$ cat config.mk
export PLATFORM = sky130hd
export DESIGN_NAME = shift_rot_reg_flat
export DESIGN_NICKNAME = d
export VERILOG_FILES = /design/src/rtl/shift_rot_pkg.sv /design/src/rtl/shift_rot_reg_if.sv /design/src/rtl/shift_rot_step.sv /design/src/rtl/shift_rot_reg.sv /design/src/flat_wrapper.sv
export SDC_FILE = /design/constraint.sdc
export NUM_CORES = 1
export LEC_CHECK = 0
export ABC_AREA = 1
export BUFFER_PORTS_ARGS = -buffer_cell sky130_fd_sc_hd__buf_2
export CORE_UTILIZATION = 55
export DETAILED_ROUTE_END_ITERATION = 10
export PLACE_DENSITY = 0.84
export RECOVER_POWER = 100
export SYNTH_ARGS = -nofsm -noshare
export SYNTH_HDL_FRONTEND = slang
export SYNTH_HIERARCHICAL = 1
export SYNTH_SLANG_ARGS = --single-unit
$ cat constraint.sdc
create_clock -name clk -period 2.4 [get_ports clk]
set_input_delay 0.36 -clock clk [delete_from_list [all_inputs] [get_ports clk]]
set_output_delay 0.36 -clock clk [all_outputs]
set_load 0.03 [all_outputs]
$ cat src/rtl/shift_rot_pkg.sv
// Shared types for the shift/rotate register: burst mode and FSM state encodings.
// Mode values match the 2-bit command field issued by the control FSM.
package shift_rot_pkg;

    typedef enum logic [1:0] {
        ROL = 2'b00,
        ROR = 2'b01,
        SHL = 2'b10,
        SHR = 2'b11
    } mode_t;

    typedef enum logic {
        IDLE = 1'b0,
        RUN  = 1'b1
    } state_t;

endpackage

$ cat src/rtl/shift_rot_reg_if.sv
// Command/status bundle between the burst-issuing controller and shift_rot_reg.
// The master drives commands and serial fill; the slave returns the register state.
interface shift_rot_reg_if
    import shift_rot_pkg::*;
#(
    parameter int WIDTH = 8
);
    localparam int CW = $clog2(WIDTH + 1);

    logic             load_en;
    logic [WIDTH-1:0] load_val;
    logic             start;
    mode_t            mode;
    logic [CW-1:0]    count;
    logic             ser_in;
    logic [WIDTH-1:0] op;
    logic             ser_out;
    logic             busy;
    logic             done;

    modport master (
        output load_en, load_val, start, mode, count, ser_in,
        input  op, ser_out, busy, done
    );

    modport slave (
        input  load_en, load_val, start, mode, count, ser_in,
        output op, ser_out, busy, done
    );

endinterface

$ cat src/rtl/shift_rot_step.sv
// Single-bit shift/rotate step: returns the next register value and the bit
// pushed out (or wrapped around) by that step.
module shift_rot_step
    import shift_rot_pkg::*;
#(
    parameter int WIDTH = 8
) (
    input  logic [WIDTH-1:0] value,
    input  mode_t            mode,
    input  logic             fill,
    output logic [WIDTH-1:0] next_value,
    output logic             ejected
);

    always_comb begin
        next_value = value;
        ejected    = 1'b0;
        unique case (mode)
            ROL: begin
                next_value = {value[WIDTH-2:0], value[WIDTH-1]};
                ejected    = value[WIDTH-1];
            end
            ROR: begin
                next_value = {value[0], value[WIDTH-1:1]};
                ejected    = value[0];
            end
            SHL: begin
                next_value = {value[WIDTH-2:0], fill};
                ejected    = value[WIDTH-1];
            end
            SHR: begin
                next_value = {fill, value[WIDTH-1:1]};
                ejected    = value[0];
            end
            default: begin
                next_value = value;
                ejected    = 1'b0;
            end
        endcase
    end

endmodule

$ cat src/rtl/shift_rot_reg.sv
// Parametrised shift/rotate register running counted one-bit-per-clock bursts
// with a busy/done handshake; the value holds while idle.
module shift_rot_reg
    import shift_rot_pkg::*;
#(
    parameter int WIDTH = 8
) (
    input  logic             clk,
    input  logic             rstn,
    shift_rot_reg_if.slave   bus
);

    localparam int CW = $clog2(WIDTH + 1);

    state_t           state_q, state_d;
    mode_t            mode_q, mode_d;
    logic [CW-1:0]    rem_q, rem_d;
    logic [WIDTH-1:0] op_q, op_d;
    logic             ser_q, ser_d;
    logic             done_q, done_d;

    logic [WIDTH-1:0] step_val;
    logic             step_bit;
    logic             last_step;

    shift_rot_step #(
        .WIDTH (WIDTH)
    ) u_step (
        .value      (op_q),
        .mode       (mode_q),
        .fill       (bus.ser_in),
        .next_value (step_val),
        .ejected    (step_bit)
    );

    assign last_step = (rem_q == CW'(1));

    always_ff @(posedge clk) begin
        if (!rstn) begin
            state_q <= IDLE;
        end else begin
            state_q <= state_d;
        end
    end

    always_comb begin
        state_d = state_q;
        unique case (state_q)
            IDLE: begin
                if (!bus.load_en && bus.start && (bus.count != '0)) begin
                    state_d = RUN;
                end
            end
            RUN: begin
                if (bus.load_en || last_step) begin
                    state_d = IDLE;
                end
            end
            default: state_d = IDLE;
        endcase
    end

    // A load always wins: it replaces the value in IDLE and aborts a running burst
    // without a done pulse. A zero-length start completes immediately.
    always_comb begin
        op_d   = op_q;
        ser_d  = ser_q;
        done_d = 1'b0;
        rem_d  = rem_q;
        mode_d = mode_q;
        unique case (state_q)
            IDLE: begin
                if (bus.load_en) begin
                    op_d = bus.load_val;
                end else if (bus.start) begin
                    if (bus.count != '0) begin
                        mode_d = bus.mode;
                        rem_d  = bus.count;
                    end else begin
                        done_d = 1'b1;
                    end
                end
            end
            RUN: begin
                if (bus.load_en) begin
                    op_d  = bus.load_val;
                    rem_d = '0;
                end else begin
                    op_d   = step_val;
                    ser_d  = step_bit;
                    rem_d  = rem_q - CW'(1);
                    done_d = last_step;
                end
            end
            default: begin
                rem_d = '0;
            end
        endcase
    end

    always_ff @(posedge clk) begin
        if (!rstn) begin
            op_q   <= '0;
            ser_q  <= 1'b0;
            done_q <= 1'b0;
            rem_q  <= '0;
            mode_q <= ROL;
        end else begin
            op_q   <= op_d;
            ser_q  <= ser_d;
            done_q <= done_d;
            rem_q  <= rem_d;
            mode_q <= mode_d;
        end
    end

    assign bus.op      = op_q;
    assign bus.ser_out = ser_q;
    assign bus.done    = done_q;
    assign bus.busy    = (state_q == RUN);

endmodule

$ cat src/flat_wrapper.sv
// flat-port wrapper written by rule: the top's interface ports become plain ports
module shift_rot_reg_flat import shift_rot_pkg::*;
#(
    parameter int WIDTH = 8
)
  (clk, rstn, bus_load_en, bus_load_val, bus_start, bus_mode, bus_count, bus_ser_in, bus_op, bus_ser_out, bus_busy, bus_done);
  shift_rot_reg_if #(.WIDTH(WIDTH)) bus_i ();
  input  logic clk;
  input  logic rstn;
  input wire logic [$bits(bus_i.load_en)-1:0] bus_load_en;
  input wire logic [$bits(bus_i.load_val)-1:0] bus_load_val;
  input wire logic [$bits(bus_i.start)-1:0] bus_start;
  input wire logic [$bits(bus_i.mode)-1:0] bus_mode;
  input wire logic [$bits(bus_i.count)-1:0] bus_count;
  input wire logic [$bits(bus_i.ser_in)-1:0] bus_ser_in;
  output wire logic [$bits(bus_i.op)-1:0] bus_op;
  output wire logic [$bits(bus_i.ser_out)-1:0] bus_ser_out;
  output wire logic [$bits(bus_i.busy)-1:0] bus_busy;
  output wire logic [$bits(bus_i.done)-1:0] bus_done;
  assign bus_i.load_en = bus_load_en;
  assign bus_i.load_val = bus_load_val;
  assign bus_i.start = bus_start;
  assign bus_i.mode = bus_mode;
  assign bus_i.count = bus_count;
  assign bus_i.ser_in = bus_ser_in;
  assign bus_op = bus_i.op;
  assign bus_ser_out = bus_i.ser_out;
  assign bus_busy = bus_i.busy;
  assign bus_done = bus_i.done;
  shift_rot_reg #(.WIDTH(WIDTH)) u_core (.clk(clk), .rstn(rstn), .bus(bus_i));
endmodule
# Word-level counts from Yosys, hierarchy flattened

Index checks and enable logic that the tools add are counted.

Add/sub/neg operators: 1
Equality and inequality tests: 8
Multiplexer cells: 18
Bitwise gates (word level): 2
Reductions and logical operators: 11

Operators by type and width:

| cell                                                   | number |
|---|---|
| case mux 8 bit (4 select lines)                        | 1 |
| two-way mux 4 bit                                      | 4 |
| two-way mux 8 bit                                      | 2 |
| case mux 8 bit (2 select lines)                        | 1 |
| case mux 4 bit (2 select lines)                        | 1 |
| two-way mux 1 bit                                      | 6 |
| inequality test 2 bit (second input constant)          | 3 |
| case mux 1 bit (2 select lines)                        | 3 |
| equality test 2 bit (second input constant)            | 2 |
| equality test 4 x 1 -> 1 bit (second input constant)   | 1 |
| AND reduction 4 bit                                    | 1 |
| nonzero test 4 bit                                     | 1 |
| OR reduction 2 bit                                     | 2 |
| subtractor 4 x 1 -> 4 bit (second input constant)      | 1 |
| AND reduction 3 bit                                    | 1 |
| equality test 2 x 1 -> 1 bit (second input constant)   | 1 |
| logical AND 1 bit                                      | 2 |
| logical NOT 2 bit                                      | 1 |
| inequality test 2 x 1 -> 1 bit (second input constant) | 1 |
| NOT 1 bit                                              | 2 |
| AND reduction 2 bit                                    | 1 |
| logical NOT 1 bit                                      | 1 |
| logical OR 1 bit                                       | 1 |

Flip-flop bits (word level): 17
Bits of input ports: 19
Output and inout bits: 11
Logic and storage cells: 46

# Longest topological paths before layout

Word-level depth: 5
Depth in mapped cells: 7
Depth with buffers taken out: 7

# Hierarchy

The synthesis kept the hierarchy.

By module, submodules not included:

| module         | instances | cells each | area each (µm²) | seq. area each (µm²) |
|---|---|---|---|---|
| shift_rot_reg  | 1         | 137        | 930.9           | 340.3 |
| shift_rot_step | 1         | 30         | 138.9           | 0.0 |

# Worst setup path after synthesis

OpenSTA, ideal clock, no wires.

Path kind: flip-flop to flip-flop
Start: register u_core.rem_q[0]
End: register u_core.rem_q[2]
Library setup time: 0.111 ns
Arrival: 1.078 ns
Required time: 2.289 ns
Slack: 1.210 ns
Cell stages (with the launch flop): 8
Buffers on the path: 0
Period minus slack after synthesis: 1.190 ns
Cell sequence: dfxtp_1 > inv_1 > ha_1 > or2_2 > nand3_1 > nand2_1 > nor2_1 > nor2_1

Word-level cells in the longest chain between the ends: 3

Ends and longest elaborated chain:

| item                            | RTL line             | RTL |
|---|---|---|
| from (decl)                     | shift_rot_reg.sv:17  | `logic [CW-1:0] rem_q, rem_d;` |
| from (signal assigned)          | shift_rot_reg.sv:112 | `rem_q <= rem_d;` |
| subtractor 4 x 1 -> 4 bit       | shift_rot_reg.sv:91  | `rem_d = rem_q - CW'(1);` |
| two-way mux 4 bit               | shift_rot_reg.sv:85  | `if (bus.load_en) begin` |
| case mux 4 bit (2 select lines) | shift_rot_reg.sv:71  | `unique case (state_q)` |

Every way passes these cells.
A chain may end at the register's enable or synchronous reset.

# Worst setup path in the final report

Start: register u_core.state_q (netlist: u_core/bus.busy)
End: register u_core.rem_q[0]

Word-level cells in the longest chain between the ends: 3
Elaborated cells on any way between the ends: 6
Classes of those cells: eq/ne: 3; mux: 1; bitwise: 1; reduce/logical: 1

Ends and longest elaborated chain:

| item                                                                                            | RTL line            | RTL |
|---|---|---|
| from (decl)                                                                                     | shift_rot_reg.sv:15 | `state_t state_q, state_d;` |
| from (signal assigned)                                                                          | shift_rot_reg.sv:42 | `state_q <= state_d;` |
| NOT 1 bit                                                                                       | shift_rot_reg.sv:71 |  |
| inequality test 2 x 1 -> 1 bit (no source line) / inequality test 2 bit (equally long branches) | n/a                 |  |
| AND reduction 3 bit (no source line)                                                            | n/a                 |  |

Several ways; a longest one is shown, not always the timed one.

==> flow_summary.toml <==
[worst_setup_path]
startpoint_type = "flop"
cp_top_family = "simple AND/OR/NAND/NOR gates"
path_cells = "inv_1 > nor2_4 > inv_1 > o21ai_0 > nor2_1 > nor2_1"
slowest_delay_ns = 0.40
crit_fanout = 14
reg2reg_slack_ns = 0.95
cp_slowest_cell = "dfxtp_1"
endpoint_kind = "flop"
cp.required_ns = 2.63
path_class = "flop to flop"
cp.arrival_ns = 1.67
crit_buf_inv = 2

[sta]
rsz0062_at_grt = "no"
maxSlewViolCount = 0
max_freq_mhz = 690.6
worst_pin_slew_ns = 0.4235
clock_skew_ns = 0.009179
min_period_ns = 1.448
finalSetupViolCount = 0
final-hold-violation-count = 0
fin_setup_tns_ns = 0
slew_headroom = 0.7173
fin_crit_sh = 0.6033

[clock_network]
ctsResizeCount = 0
clock-sinks = 17
insertion_delay_ns = 0.29
post_cts_buffers = 0
htreeDepth = 1
clk_pin_slew_worst_paths_ns = 0.10
cts_root_buffer = "clkbuf_4"
cts_tree = "done"
cts_inserted_buffers = 3
ctsHoldBuffers = 0
cts_buffer_depth = 2

[cells_and_area]
regArea_um2 = 340.3
fillers = 189
multi_input_area_um2 = 576.8
final_common_cell = "nand2_1"
drive_gt1_frac = 0.1590
fin_util = 0.6688
antenna_cells = 0
final_cell_mix = "58 x nand2_1, 21 x inv_1, 20 x nand3_1"
area_growth_pct = 11.46
num-nets-final = 217

[floorplan]
dieArea_um2 = 2125
core_area_um2 = 1783
die-height_um = 46.10
initial_core_util = 0.6000
die_w_um = 46.10
io_pins = 30
rows = 15

[route]
drtPass1Iterations = 7
wl_per_cell_um = 11.19
viasPerCell = 5.100
drc = 0
detail-route-antenna-nets = 0
num_vias = 1122
drt_iter0_markers = 37
wirelength_um = 2462

[outcome]
status = "completed"

[global_routing]
met1_usage = 0.3055
grt_busiest_layer = "met2"
grt_usage = 0.2496
grt_pass1_wl_um = 3732
overflow = 0
grt_util_met3 = 0.04706
antenna_found_initial = 0
grt_pass1_vias = 901
grt_max_degree = 17
use_met2 = 0.4197

[synth]
synth_seq_cells = 17
syn_area_per_cell_um2 = 6.406
synth_warnings = 6
syn_inst = 167
yosysSeqAreaShare = 0.3181
synth_cell_types = 22
synth_area_um2 = 1070
syn-num-nets = 188

[placed_design]
dpl.hpwl_um = 1838
gp_congestion = 0.8553
port_buffers = 29

[power_and_ir_drop]
p_total_mw = 0.6286
leakagePower_nw = 0.6093
peakVddDrop_mv = 0.3042
powerDensity_nw_per_um2 = 527.2

[worst_hold_path]
min-delay-path-class = "primary input to flop"

[flow_run]
maxCapViolations = 0
[final cells by class]
| type | count | share of cell area |
|---|---|---|
| Clock buffer | 4 | 0.02204 |
| Tap cell | 25 | 0.02623 |
| Multi-Input combinational cell | 122 | 0.4837 |
| Sequential cell | 17 | 0.2854 |
| Timing Repair Buffer | 29 | 0.1102 |
| Inverter | 23 | 0.07240 |
[tightest hold or removal path: stages]
cell	delay, ns
buf_2	0.07
o21ai_0	0.07
nor2_1	0.08
[where the power goes]
group	internal, mW	switching (mW)	total, mW
clock	0.0646	0.0887	0.153
combinational	0.0539	0.100	0.154
sequential	0.301	0.0203	0.321
total	0.419	0.209	0.629
[per-stage QoR]
step / area, um^2 / cells / hold WS [ns] / worst slack [ns]
after floorplan: 1070 / 167 / 0.4862 / 1.210
after global placement: 1200 / 216 / 0.5061 / 1.086
after detailed placement: 1200 / 216 / 0.5177 / 1.007
after CTS: 1226 / 220 / 0.3241 / 1.070
after global routing: 1192 / 220 / 0.3367 / 0.7959
final: 1192 / 220 / 0.3226 / 0.9520
[worst paths after layout]
path	start	to	cells past startpoint
worst max-delay path	u_core/bus.busy	u_core/rem_q[0]	6
worst min-delay path	bus_mode[1]	u_core/mode_q[1]	3
worst max register to register	u_core/bus.busy	u_core/rem_q[0]	6
worst min register to register	u_core/mode_q[1]	u_core/mode_q[1]	2
[synth_stat cells (all sizes together)]
cell	instances	share of area
nand2	60	0.22
inv	23	0.081
nor2	22	0.11
nand3	21	0.11
dfxtp	17	0.32
o21ai	11	0.051
buf	5	0.043
a21oi	3	0.018
ha	2	0.023
nand4	2	0.026
or2	1	0.0059
[cell families (layout without fill, tap and decap cells)]
group,count (synthesis),count (layout),synth area share
fa+ha+maj,2,2,0.02339
buf+inv,28,56,0.1240
compound gates,14,14,0.06901
simple gates,106,106,0.4655
flops,17,17,0.3181
[registers in the layout, indices dropped and copies added, names as in the netlist]
signal / cells
u_core/bus.op: 8
u_core/mode_q: 2
u_core/bus.ser_out: 1
u_core/bus.busy: 1
u_core/bus.done: 1
u_core/rem_q: 4
[metal layers]
layer,up-vias,wire [um]
met1,500,1048
met5,-,0
met3,6,156
met2,42,1213
met4,0,43
li1,574,-
Note: power is estimated with default switching activity, not from simulation.
